`src/rtl/seq_booth_mult.sv`:
```
// Sequential add-shift multiplier, signed or unsigned, WIDTH x WIDTH -> 2*WIDTH.
// An X:A:B shift register retires one multiplier bit per clock through a
// (WIDTH+1)-bit adder/subtractor. In signed mode the last partial product is
// subtracted, which is what makes the multiplier's sign bit carry weight -2^(WIDTH-1).
//
// Handshake: Start is a level request that is accepted on any rising edge where
// the block is IDLE (Busy low). The operands and Signed_mode are captured on
// that same edge. Start, the operands and the mode are ignored while Busy is
// high. Done pulses for one cycle when Product becomes valid. Product then holds
// until the next accepted Start produces a new result.
module seq_booth_mult #(
  parameter int WIDTH = 8
) (
  input  logic                 Clk,
  input  logic                 Reset_n,
  input  logic                 Start,
  input  logic                 Signed_mode,
  input  logic [WIDTH-1:0]     Multiplicand,
  input  logic [WIDTH-1:0]     Multiplier,
  output logic                 Busy,
  output logic                 Done,
  output logic [2*WIDTH-1:0]   Product,
  output logic                 X,
  output logic [1:0]           state_dbg
);

  localparam int CNT_W = $clog2(WIDTH + 1);
  localparam logic [CNT_W-1:0] LAST_ITER = CNT_W'(WIDTH - 1);

  typedef enum logic [1:0] {
    ST_IDLE    = 2'd0,
    ST_COMPUTE = 2'd1,
    ST_DONE    = 2'd2
  } state_t;

  state_t             state_q;
  logic               x_q;
  logic [WIDTH-1:0]   a_q;
  logic [WIDTH-1:0]   b_q;
  logic [WIDTH-1:0]   s_q;
  logic               mode_q;
  logic [CNT_W-1:0]   cnt_q;
  logic [2*WIDTH-1:0] product_q;
  logic               done_q;

  logic [WIDTH:0]     s_ext;
  logic [WIDTH:0]     a_ext;
  logic [WIDTH:0]     r_sum;
  logic               last_iter;

  // One iteration of the partial-product datapath. In signed mode the top
  // multiplier bit has negative weight, so its partial product is subtracted.
  always_comb begin
    s_ext     = mode_q ? {s_q[WIDTH-1], s_q} : {1'b0, s_q};
    a_ext     = mode_q ? {x_q, a_q} : {1'b0, a_q};
    last_iter = (cnt_q == LAST_ITER);
    r_sum     = a_ext;
    if (b_q[0]) begin
      if (mode_q && last_iter) begin
        r_sum = a_ext - s_ext;
      end else begin
        r_sum = a_ext + s_ext;
      end
    end
  end

  // Control FSM and the X:A:B shift register, with registered Product and Done.
  always_ff @(posedge Clk or negedge Reset_n) begin
    if (!Reset_n) begin
      state_q   <= ST_IDLE;
      x_q       <= 1'b0;
      a_q       <= '0;
      b_q       <= '0;
      s_q       <= '0;
      mode_q    <= 1'b0;
      cnt_q     <= '0;
      product_q <= '0;
      done_q    <= 1'b0;
    end else begin
      done_q <= 1'b0;
      case (state_q)
        ST_IDLE: begin
          if (Start) begin
            s_q     <= Multiplicand;
            b_q     <= Multiplier;
            mode_q  <= Signed_mode;
            a_q     <= '0;
            x_q     <= 1'b0;
            cnt_q   <= '0;
            state_q <= ST_COMPUTE;
          end
        end
        ST_COMPUTE: begin
          // Signed: X duplicates the sign bit of R. Unsigned: the carry in R
          // moves into A's MSB and X stays 0.
          x_q   <= mode_q ? r_sum[WIDTH] : 1'b0;
          a_q   <= r_sum[WIDTH:1];
          b_q   <= {r_sum[0], b_q[WIDTH-1:1]};
          cnt_q <= cnt_q + CNT_W'(1);
          if (last_iter) begin
            state_q <= ST_DONE;
          end
        end
        ST_DONE: begin
          product_q <= {a_q, b_q};
          done_q    <= 1'b1;
          state_q   <= ST_IDLE;
        end
        default: begin
          state_q <= ST_IDLE;
        end
      endcase
    end
  end

  // Busy is decoded directly from the state register, so reset clears it immediately.
  always_comb begin
    Busy      = (state_q != ST_IDLE);
    Done      = done_q;
    Product   = product_q;
    X         = x_q;
    state_dbg = state_q;
  end

endmodule

```
`config.mk`:
```
export PLATFORM = sky130hd
export DESIGN_NAME = seq_booth_mult
export DESIGN_NICKNAME = d
export VERILOG_FILES = /design/src/rtl/seq_booth_mult.sv
export SDC_FILE = /design/constraint.sdc
export NUM_CORES = 1
export LEC_CHECK = 0
export CAP_MARGIN = 40
export CORE_UTILIZATION = 52
export DETAILED_ROUTE_END_ITERATION = 8
export DONT_BUFFER_PORTS = 1
export PLACE_DENSITY = 0.78
export SETUP_SLACK_MARGIN = 0.4
export SLEW_MARGIN = 30
export SYNTH_ARGS = -nofsm -noshare
export SYNTH_HDL_FRONTEND = slang
export SYNTH_SLANG_ARGS = --single-unit
export TNS_END_PERCENT = 30
```
`constraint.sdc`:
```
create_clock -name Clk -period 2.8 [get_ports Clk]
set_input_delay 0.42 -clock Clk [delete_from_list [all_inputs] [get_ports Clk]]
set_output_delay 0.42 -clock Clk [all_outputs]
set_load 0.005 [all_outputs]
```
-- Word level (Yosys, flattened, before mapping)
Index checks and enable logic that the tools add are counted.
- multiplexer cells: 17
- reductions and logical operators: 7
- eq/ne operators: 5
- $add $sub $neg: 3
- operators by type and width (kind ; count):
    2-to-1 mux 9 bit ; 4
    case mux 8 bit (2 select lines) ; 2
    2-to-1 mux 8 bit ; 2
    adder 9 bit ; 1
    subtractor 9 bit ; 1
    case mux 4 bit (2 select lines) ; 1
    AND reduction 2 bit ; 3
    adder 4 x 1 -> 4 bit, second input constant ; 1
    == test 4 x 3 -> 1 bit, second input constant ; 1
    2-to-1 mux 2 bit ; 2
    2-to-1 mux 4 bit ; 1
    != test 2 bit, second input constant ; 2
    case mux 2 bit (2 select lines) ; 1
    nonzero test 2 bit ; 2
    2-to-1 mux 1 bit ; 3
    == test 2 x 1 -> 1 bit, second input constant ; 1
    == test 2 bit, second input constant ; 1
    zero test 2 bit ; 1
    case mux 1 bit (2 select lines) ; 1
    logical AND 1 bit ; 1
- register bits: 49
- logic and storage cells: 41
- output and inout port bits: 21
- bits of input ports: 20

-- Logic depth before layout (Yosys ltp)
Gate-level depths: netlist of the first run.
- depth in word-level cells: 6
- depth in mapped cells: 12
- depth with buffers taken out: 12

-- Worst setup path after synthesis of the first run
Ideal clock, no wire load.
- path type: flip-flop to flip-flop
- from: register cnt_q[0]
- to: register a_q[7]
- period minus slack after synthesis: 2.598 ns
- library setup time: 0.080 ns
- buffers on the path: 1
- arrival time: 2.518 ns
- setup slack: 0.202 ns
- data required time: 2.720 ns
- cell stages (with the launch flop): 12
- cells stage by stage: dfrtp_1 -> ha_1 -> and4b_1 -> buf_6 -> mux2i_1 -> fa_1 -> a211oi_1 -> o211ai_1 -> nand2_1 -> xnor2_2 -> mux2_4 -> o211ai_2
- word-level cells in the longest chain between the ends: 5
- ends and longest elaborated chain (what ; line ; source):
    start, declared ; 42 ; logic [CNT_W-1:0] cnt_q;
    start signal, assigned ; 99 ; cnt_q <= cnt_q + CNT_W'(1);
    == test 4 x 3 -> 1 bit ; 56 ; last_iter = (cnt_q == LAST_ITER);
    logical AND 1 bit ; 59 ; if (mode_q && last_iter) begin
    2-to-1 mux 9 bit ; 59 ;
    2-to-1 mux 9 bit ; 58 ; if (b_q[0]) begin
    case mux 8 bit (2 select lines) ; 81 ; case (state_q)
    end signal, assigned ; 97 ; a_q <= r_sum[WIDTH:1];
    end, declared ; 38 ; logic [WIDTH-1:0] a_q;
Every way passes these cells.
A chain may end at the register's enable or synchronous reset.

-- Worst setup path after layout of the first run
Same ends and word-level chain as after synthesis.

==> results of run 1 <==
==> timing repair <==
action / CTS / global route
setup endpoints to repair: 7 / 7
gates resized for setup: 5 / 10
setup buffers: 5 / 2
hold buffers: 2 / 0
pin swaps: 5 / 4
hold endpoints to repair: 49 / 0
==> worst max-delay path, delay by kind of cell (launching register included) <==
| kind | cells | cell delay (ns) |
|---|---|---|
| adder cells (fa/ha/maj) | 2 | 0.58 |
| multiplexers | 2 | 0.54 |
| flip-flops | 1 | 0.44 |
| AO/OA/AOI/OAI | 3 | 0.44 |
| AND/OR/NAND/NOR | 2 | 0.34 |
| XOR/XNOR | 1 | 0.13 |
==> layout make-up <==
type                    count  area, sq um
well taps                  67         83.8
clock inverters             2         37.5
flip-flops and latches     49         1230
fillers                   401         1870
multi-input cells         180         1340
inverters                   7         26.3
clock buffers               6         82.6
repair buffers             12          116
==> worst min path at each step <==
stage,start,endpoint,slack [ns],cells past startpoint
finish,Multiplicand[3],s_q[3],0.26,1
global route,Multiplicand[7],s_q[7],0.24,1
CTS,Multiplicand[7],s_q[7],0.25,1
detailed placement,Reset_n,mode_q,0.13,0
global placement,Reset_n,mode_q,0.13,0
floorplan,Reset_n,Done,0.12,0
==> cell families after synthesis <==
| family | share of synthesized area (%) |
|---|---|
| AND/OR/NAND/NOR | 15.1 |
| buffers and inverters | 4.16 |
| multiplexers | 13.6 |
| flip-flops | 46.9 |
| adder cells (fa/ha/maj) | 5.55 |
| XOR/XNOR | 3.63 |
| AO/OA/AOI/OAI | 11.0 |
==> per-stage QoR <==
stage          utilization, %  instances
2_1_floorplan               -        247
3_3_place_gp             55.2        305
3_5_place_dp             55.2        305
4_1_cts                  59.5        320
5_1_grt                  60.8        323
6_report                 60.8        323
==> flip-flops by register name, summed over array words and instances (netlist names) <==
signal,count
s_q,8
Product,16
b_q,8
state_dbg,2
a_q,8
X,1
cnt_q,4
Done,1
mode_q,1
==> synthesized netlist by cell type, drive strengths merged, types with 3 or more instances <==
library cell,n
ha,10
mux2,26
o21ai,17
dfrtp,49
mux2i,6
nor2,28
xnor2,10
nand2,17
nand3,13
clkbuf,3
buf,8
inv,7
nor2b,3
o22ai,7
a21oi,13
nor3,5
==> power by group through the flow <==
| stage | Clock [uW] | Combinational (uW) | Sequential, uW |
|---|---|---|---|
| detailed placement | 0 | 2010 | 1390 |
| floorplan | 0 | 1800 | 1260 |
| global placement | 0 | 1940 | 1370 |
| CTS | 539 | 2200 | 1380 |
| global route | 566 | 2620 | 1460 |
| finish | 529 | 2330 | 1400 |
==> layer usage <==
metal	vias up	share of wire, %	global-route usage [%]
li1	883	-	-
met1	887	46	27.3
met2	31	50	33.7
met3	4	3.2	5.66
met4	0	0.72	5.45
met5	-	0	0
==> summary.md, run 1 <==
| Metric | Value |
|---|---|
| Syn nets | 278 |
| Total gr overflow | 0 |
| Worst R2R End | a_q[7] |
| Initial DRT Pass Iterations | 4 |
| CP arrival | 2.76 ns |
| Commonest non-fill, non-tap cell in the layout | dfrtp_1 |
| Antenna cells | 0 |
| Crit-path max cell delay | 0.44 ns |
| CTS Buf Count | 5 |
| Clock slew at reported path FFs | 0.09 ns |
| Critical path class | flip-flop to flip-flop |
| Number of max-cap violations | 0 |
| Core Rows | 25 |
| Estimated wirelength of the detail-placed design | 3390 microns |
| Clock network power share | 12.4% |
| Count of final setup violators | 0 |
| Power Total | 4260 uW |
| Post-synth EDFFs | 0 |
| Final #Nets | 286 |
| Worst setup endpoint | a_q[7] |
| Post-DP Area | 2640 sq um |
| Area grow syn2layout | 11.3% |
| Die height | 72.9 microns |
| Final Slew Violations | 0 |
| Seq cells post-synth | 49 |
| Initial antenna violation count | 0 |
| Worst EP required | 3.03 ns |
| Startpoint Class | flip-flop |
| Pre-CTS WS | 0.0435 ns |
| RSZ-0062 raised after global routing | yes |
| GRT Util Overall | 20.7% |
| Power density over cell area | 1460 nW/um^2 |
| Internal power | 2530 uW |
| FF-to-FF setup slack | 0.27 ns |
| Critical Path End Type | flip-flop |
| Fin crit period | 2.53 ns |
| Relative max-transition margin | 56.2% |
| Synthesis Warnings | 0 |
| Die area | 5320 sq um |
| Area leader, netlist | dfrtp_1 |
| Seq pwr share | 33.0% |
| Number of distinct library cells after synthesis | 42 |
| Hold Crit Class | primary input to flip-flop |
| Skew-Pair Late Insertion Delay | 0.30 ns |
| Most used DFF post-synth | dfrtp_1 |
| Max Clock Skew | 0.00834 ns |
| Synth Instances | 247 |
| Crit Path Max Fanout | 8 |
| Core Box Area | 4790 sq um |
| Most frequent cells in the layout | dfrtp_1 (47), nor2_1 (28), mux2_2 (25) |
| DRT Wirelength | 4990 microns |
| Worst R2R Start | cnt_q[0] |
| Crit path cell chain | ha_4, and4b_4, mux2i_4, fa_2, a211oi_2, o211ai_1, nand2_1, xnor2_2, mux2_4, o211ai_2 |
| Wirelength per Cell | 15.5 microns |
| Global-route wire length before repair | 8380 microns |
| Switching portion of total power | 40.6% |
| Largest net degree at the start of global routing | 50 |
| Post-route cell area | 2910 sq um |
| Clk sinks | 49 |
| Gpl congestion | 0.889 |
| TritonCTS clock tree | yes |
| Via count | 1805 |
| Leakage power | 0.00125 uW |
| Number of remaining DRC errors | 0 |
| Final ANT Viol Nets | 0 |
| Crit-path slowest cell | dfrtp_1 |
| Fin crit share | 90.3% |
| Ys async rst share | 100% |
| IO Pins | 41 |
| Largest cells by area after synthesis | dfrtp_1 (47%), mux2_2 (11%), ha_1 (4.8%) |
| Fmax | 395 MHz |
| Setup TNS | 0 ns |
| Worst-Margin Slew | 0.657 ns |
| Worst reg-to-reg path cell count | 10 |
| PortBufs | 0 |
| Max VDD drop | 0.689 mV |
| Final hold violations | 0 |
| Mean area per synthesized cell | 10.6 sq um |
| Vias in the first global route | 1847 |
| Initial Util | 54.7% |
| Net Switching | 1730 uW |
| Synth top area share | 46.9% |
| Critical path launch point | cnt_q[0] |
| H-tree levels | 2 |
| Status | finished clean |
| Seq/Total Area, Yosys | 46.9% |
| Tightest hold margin | 0.259 ns |
| Clk Tree Root Cell | clkbuf_8 |
| Combinational Power Share | 54.6% |
| Maximum clock path buffer count | 2 |
| Cell Area, Synth | 2620 sq um |
| Die Width | 72.9 microns |
| DR vias/cell | 5.59 |
| Number of DRC markers in iteration 0 | 112 |
| Share of layout cells above drive strength 1 | 25.0% |
| Fin worst setup slack | 0.270 ns |
Note: power is estimated with default switching activity, not from simulation.
==> run 2: changes to the inputs <==
--- a/config.mk
+++ b/config.mk
@@ -9,6 +9,7 @@
 export CORE_UTILIZATION = 52
 export DETAILED_ROUTE_END_ITERATION = 8
 export DONT_BUFFER_PORTS = 1
+export GPL_TIMING_DRIVEN = 0
 export PLACE_DENSITY = 0.78
 export SETUP_SLACK_MARGIN = 0.4
 export SLEW_MARGIN = 30
==> run 2 against run 1 <==
Net effect: clock-buffer cell count fell by 1; non-clock buffer count rose by 17; power rose by 2.4%; hold slack improved by 0.0011 ns; worst setup slack got worse by 0.069 ns; critical path type unchanged; register-to-register slack got worse by 0.07 ns; fmax fell by 2.7%; highest routed layer unchanged; clock skew fell by 0.0039 ns; sequential share of layout area fell by 1.3 points; final cell count rose by 5.3%; design area rose by 3.1%; first-iteration DRC count fell by 21%.
==> summary.md, run 2 (synthesized netlist as in run 1, its figures left out) <==
| Metric | Value |
|---|---|
| Status | finished clean (unchanged) |
| CP arrival | 2.83 ns (was 2.76 ns) |
| Initial DRT Pass Iterations | 4 (unchanged) |
| Fin crit period | 2.60 ns (was 2.53 ns) |
| Antenna cells | 0 (unchanged) |
| Leakage power | 0.00131 uW (was 0.00125 uW) |
| Commonest non-fill, non-tap cell in the layout | dfrtp_1 (unchanged) |
| Die height | 72.9 microns (unchanged) |
| Critical path class | flip-flop to flip-flop (unchanged) |
| Delay-heaviest family, CP | adder cells (unchanged) |
| Initial Util | 54.7% (unchanged) |
| Fin crit share | 92.8% (was 90.3%) |
| Max Clock Skew | 0.00442 ns (was 0.00834 ns) |
| Hold_sp | Multiplicand[7] (was Multiplicand[3]) |
| Number of DRC markers in iteration 0 | 89 (was 112) |
| Fmax | 385 MHz (was 395 MHz) |
| Initial antenna violation count | 0 (unchanged) |
| Crit Path Max Fanout | 8 (unchanged) |
| Final #Nets | 303 (was 286) |
| DRT Wirelength | 5280 microns (was 4990 microns) |
| Clock slew at reported path FFs | 0.09 ns (about the same) |
| Final ANT Viol Nets | 0 (unchanged) |
| CTS Buf Count | 5 (unchanged) |
| Switching portion of total power | 41.6% (was 40.6%) |
| Estimated wirelength of the detail-placed design | 3550 microns (was 3390 microns) |
| Skew-Pair Late Insertion Delay | 0.30 ns (about the same) |
| Worst-Margin Slew | 0.456 ns (was 0.657 ns) |
| Clock network power share | 9.4% (was 12.4%) |
| Final Slew Violations | 0 (unchanged) |
| Worst reg-to-reg path cell count | 11 (was 10) |
| Core Rows | 25 (unchanged) |
| Wirelength per Cell | 15.5 microns (about the same) |
| Vias in the first global route | 1839 (was 1847) |
| DR vias/cell | 5.66 (was 5.59) |
| TritonCTS clock tree | yes (unchanged) |
| Core Box Area | 4790 sq um (unchanged) |
| Worst R2R Start | cnt_q[1] (was cnt_q[0]) |
| Power density over cell area | 1450 nW/um^2 (was 1460 nW/um^2) |
| Seq pwr share | 30.7% (was 33.0%) |
| IO Pins | 41 (unchanged) |
| Hold-critical path depth | 1 (unchanged) |
| Worst path depth | 11 (was 10) |
| Startpoint Class | flip-flop (unchanged) |
| Via count | 1924 (was 1805) |
| Most frequent cells in the layout | dfrtp_1 (48), nor2_1 (26), mux2_2 (25) (was dfrtp_1 (47), nor2_1 (28), mux2_2 (25)) |
| Crit path cell chain | ha_2, and4b_1, buf_6, mux2i_4, fa_2, a211oi_2, o211ai_1, nand2_1, xnor2_2, mux2_4, o211ai_2 (was ha_4, and4b_4, mux2i_4, fa_2, a211oi_2, o211ai_1, nand2_1, xnor2_2, mux2_4, o211ai_2) |
| Internal power | 2550 uW (was 2530 uW) |
| Critical path launch point | cnt_q[1] (was cnt_q[0]) |
| Gpl congestion | 0.808 (was 0.889) |
| GRT Util Overall | 21.6% (was 20.7%) |
| Die area | 5320 sq um (unchanged) |
| Crit-path slowest cell | dfrtp_1 (unchanged) |
| Max VDD drop | 0.637 mV (was 0.689 mV) |
| Final hold violations | 0 (unchanged) |
| Crit-path max cell delay | 0.40 ns (was 0.44 ns) |
| Global-route wire length before repair | 8600 microns (was 8380 microns) |
| Share of layout cells above drive strength 1 | 30.4% (was 25.0%) |
| H-tree levels | 2 (unchanged) |
| Number of remaining DRC errors | 0 (unchanged) |
| Die Width | 72.9 microns (unchanged) |
| Tightest hold margin | 0.260 ns (was 0.259 ns) |
| Hold Crit Class | primary input to flip-flop (unchanged) |
| Bufs and invs on worst path | 1 (was 0) |
| Clk Tree Root Cell | clkbuf_8 (unchanged) |
| RSZ-0062 raised after global routing | yes (unchanged) |
| Critical Path End Type | flip-flop (unchanged) |
| Max reg flops | 16 (unchanged) |
| Worst EP required | 3.03 ns (about the same) |
| Setup TNS | 0 ns (unchanged) |
| Total gr overflow | 0 (unchanged) |
| Net Switching | 1810 uW (was 1730 uW) |
| PortBufs | 0 (unchanged) |
| Combinational Power Share | 59.9% (was 54.6%) |
| Relative max-transition margin | 69.6% (was 56.2%) |
| Largest net degree at the start of global routing | 50 (unchanged) |
| FILL cells | 396 (was 401) |
| Number of max-cap violations | 0 (unchanged) |
| Clk sinks | 49 (unchanged) |
| Area grow syn2layout | 14.8% (was 11.3%) |
| Count of final setup violators | 0 (unchanged) |
| Maximum clock path buffer count | 2 (unchanged) |
-- run 2: changes by cell type in the layout (fill, tap and decap cells not counted), sizes merged --
| cell | change |
|---|---|
| buf | +14 |
| clkbuf | +2 |
| bufinv | -1 |
| clkinv | +2 |
-- run 2: routing by layer --
| metal | wire length [microns] | GRT usage [%] | vias up |
|---|---|---|---|
| li1 | - | - | 924 |
| met1 | 2300 | 27.5 | 933 |
| met4 | 87 | 8.06 | 0 |
| met3 | 313 | 5.94 | 9 |
| met5 | 0 | 0 | - |
| met2 | 2570 | 35.4 | 58 |
-- run 2: worst paths after layout --
check,endpoint,slack [ns]
min reg2reg,Product[8],0.52
max reg2reg,a_q[7],0.20
min,s_q[7],0.26
max,a_q[7],0.20
min in group asynchronous,b_q[2],0.62
max in group asynchronous,s_q[1],1.96
-- run 2: timing repair --
action,4_1_cts,5_1_grt
hold endpoints to repair,49,0
setup endpoints to repair,6,7
hold buffers,2,0
pin swaps,8,9
gates resized for setup,6,12
buffers inserted,10,6
-- run 2: layout make-up --
class	count	area (sq um)	share of cell area (%)
Clock buffer	5	68.8	2.29
Buffer	11	82.6	2.75
Clock inverter	3	17.5	0.583
Inverter	7	26.3	0.875
Multi-Input combinational cell	180	1340	44.6
Timing Repair Buffer	18	158	5.25
Tap cell	67	83.8	2.79
Sequential cell	49	1230	40.9
-- run 2: worst reg2reg max path, stage by stage (launching register included) --
cell	delay [ns]
dfrtp_1	0.40
ha_2	0.19
and4b_1	0.19
buf_6	0.15
mux2i_4	0.19
fa_2	0.36
a211oi_2	0.27
o211ai_1	0.13
nand2_1	0.12
xnor2_2	0.15
mux2_4	0.33
o211ai_2	0.06
-- run 2: power groups by stage --
stage	combinational [uW]	clock [uW]	sequential [uW]
floorplan	1800	0	1260
global placement	2050	0	1330
detailed placement	2120	0	1350
CTS	2380	416	1330
global route	2900	448	1380
finish	2610	409	1340
-- run 2: per-stage QoR --
step | setup WS, ns | total power (uW) | std cells | instance area, sq um | utilization [%]
2_1_floorplan | 0.362 | 3060 | 247 | 2630 | -
3_3_place_gp | 0.147 | 3380 | 314 | 2710 | 56.6
3_5_place_dp | 0.117 | 3470 | 314 | 2710 | 56.6
4_1_cts | 0.276 | 4120 | 334 | 2930 | 61.1
5_1_grt | 0.119 | 4740 | 340 | 3000 | 62.7
6_report | 0.201 | 4360 | 340 | 3000 | 62.7
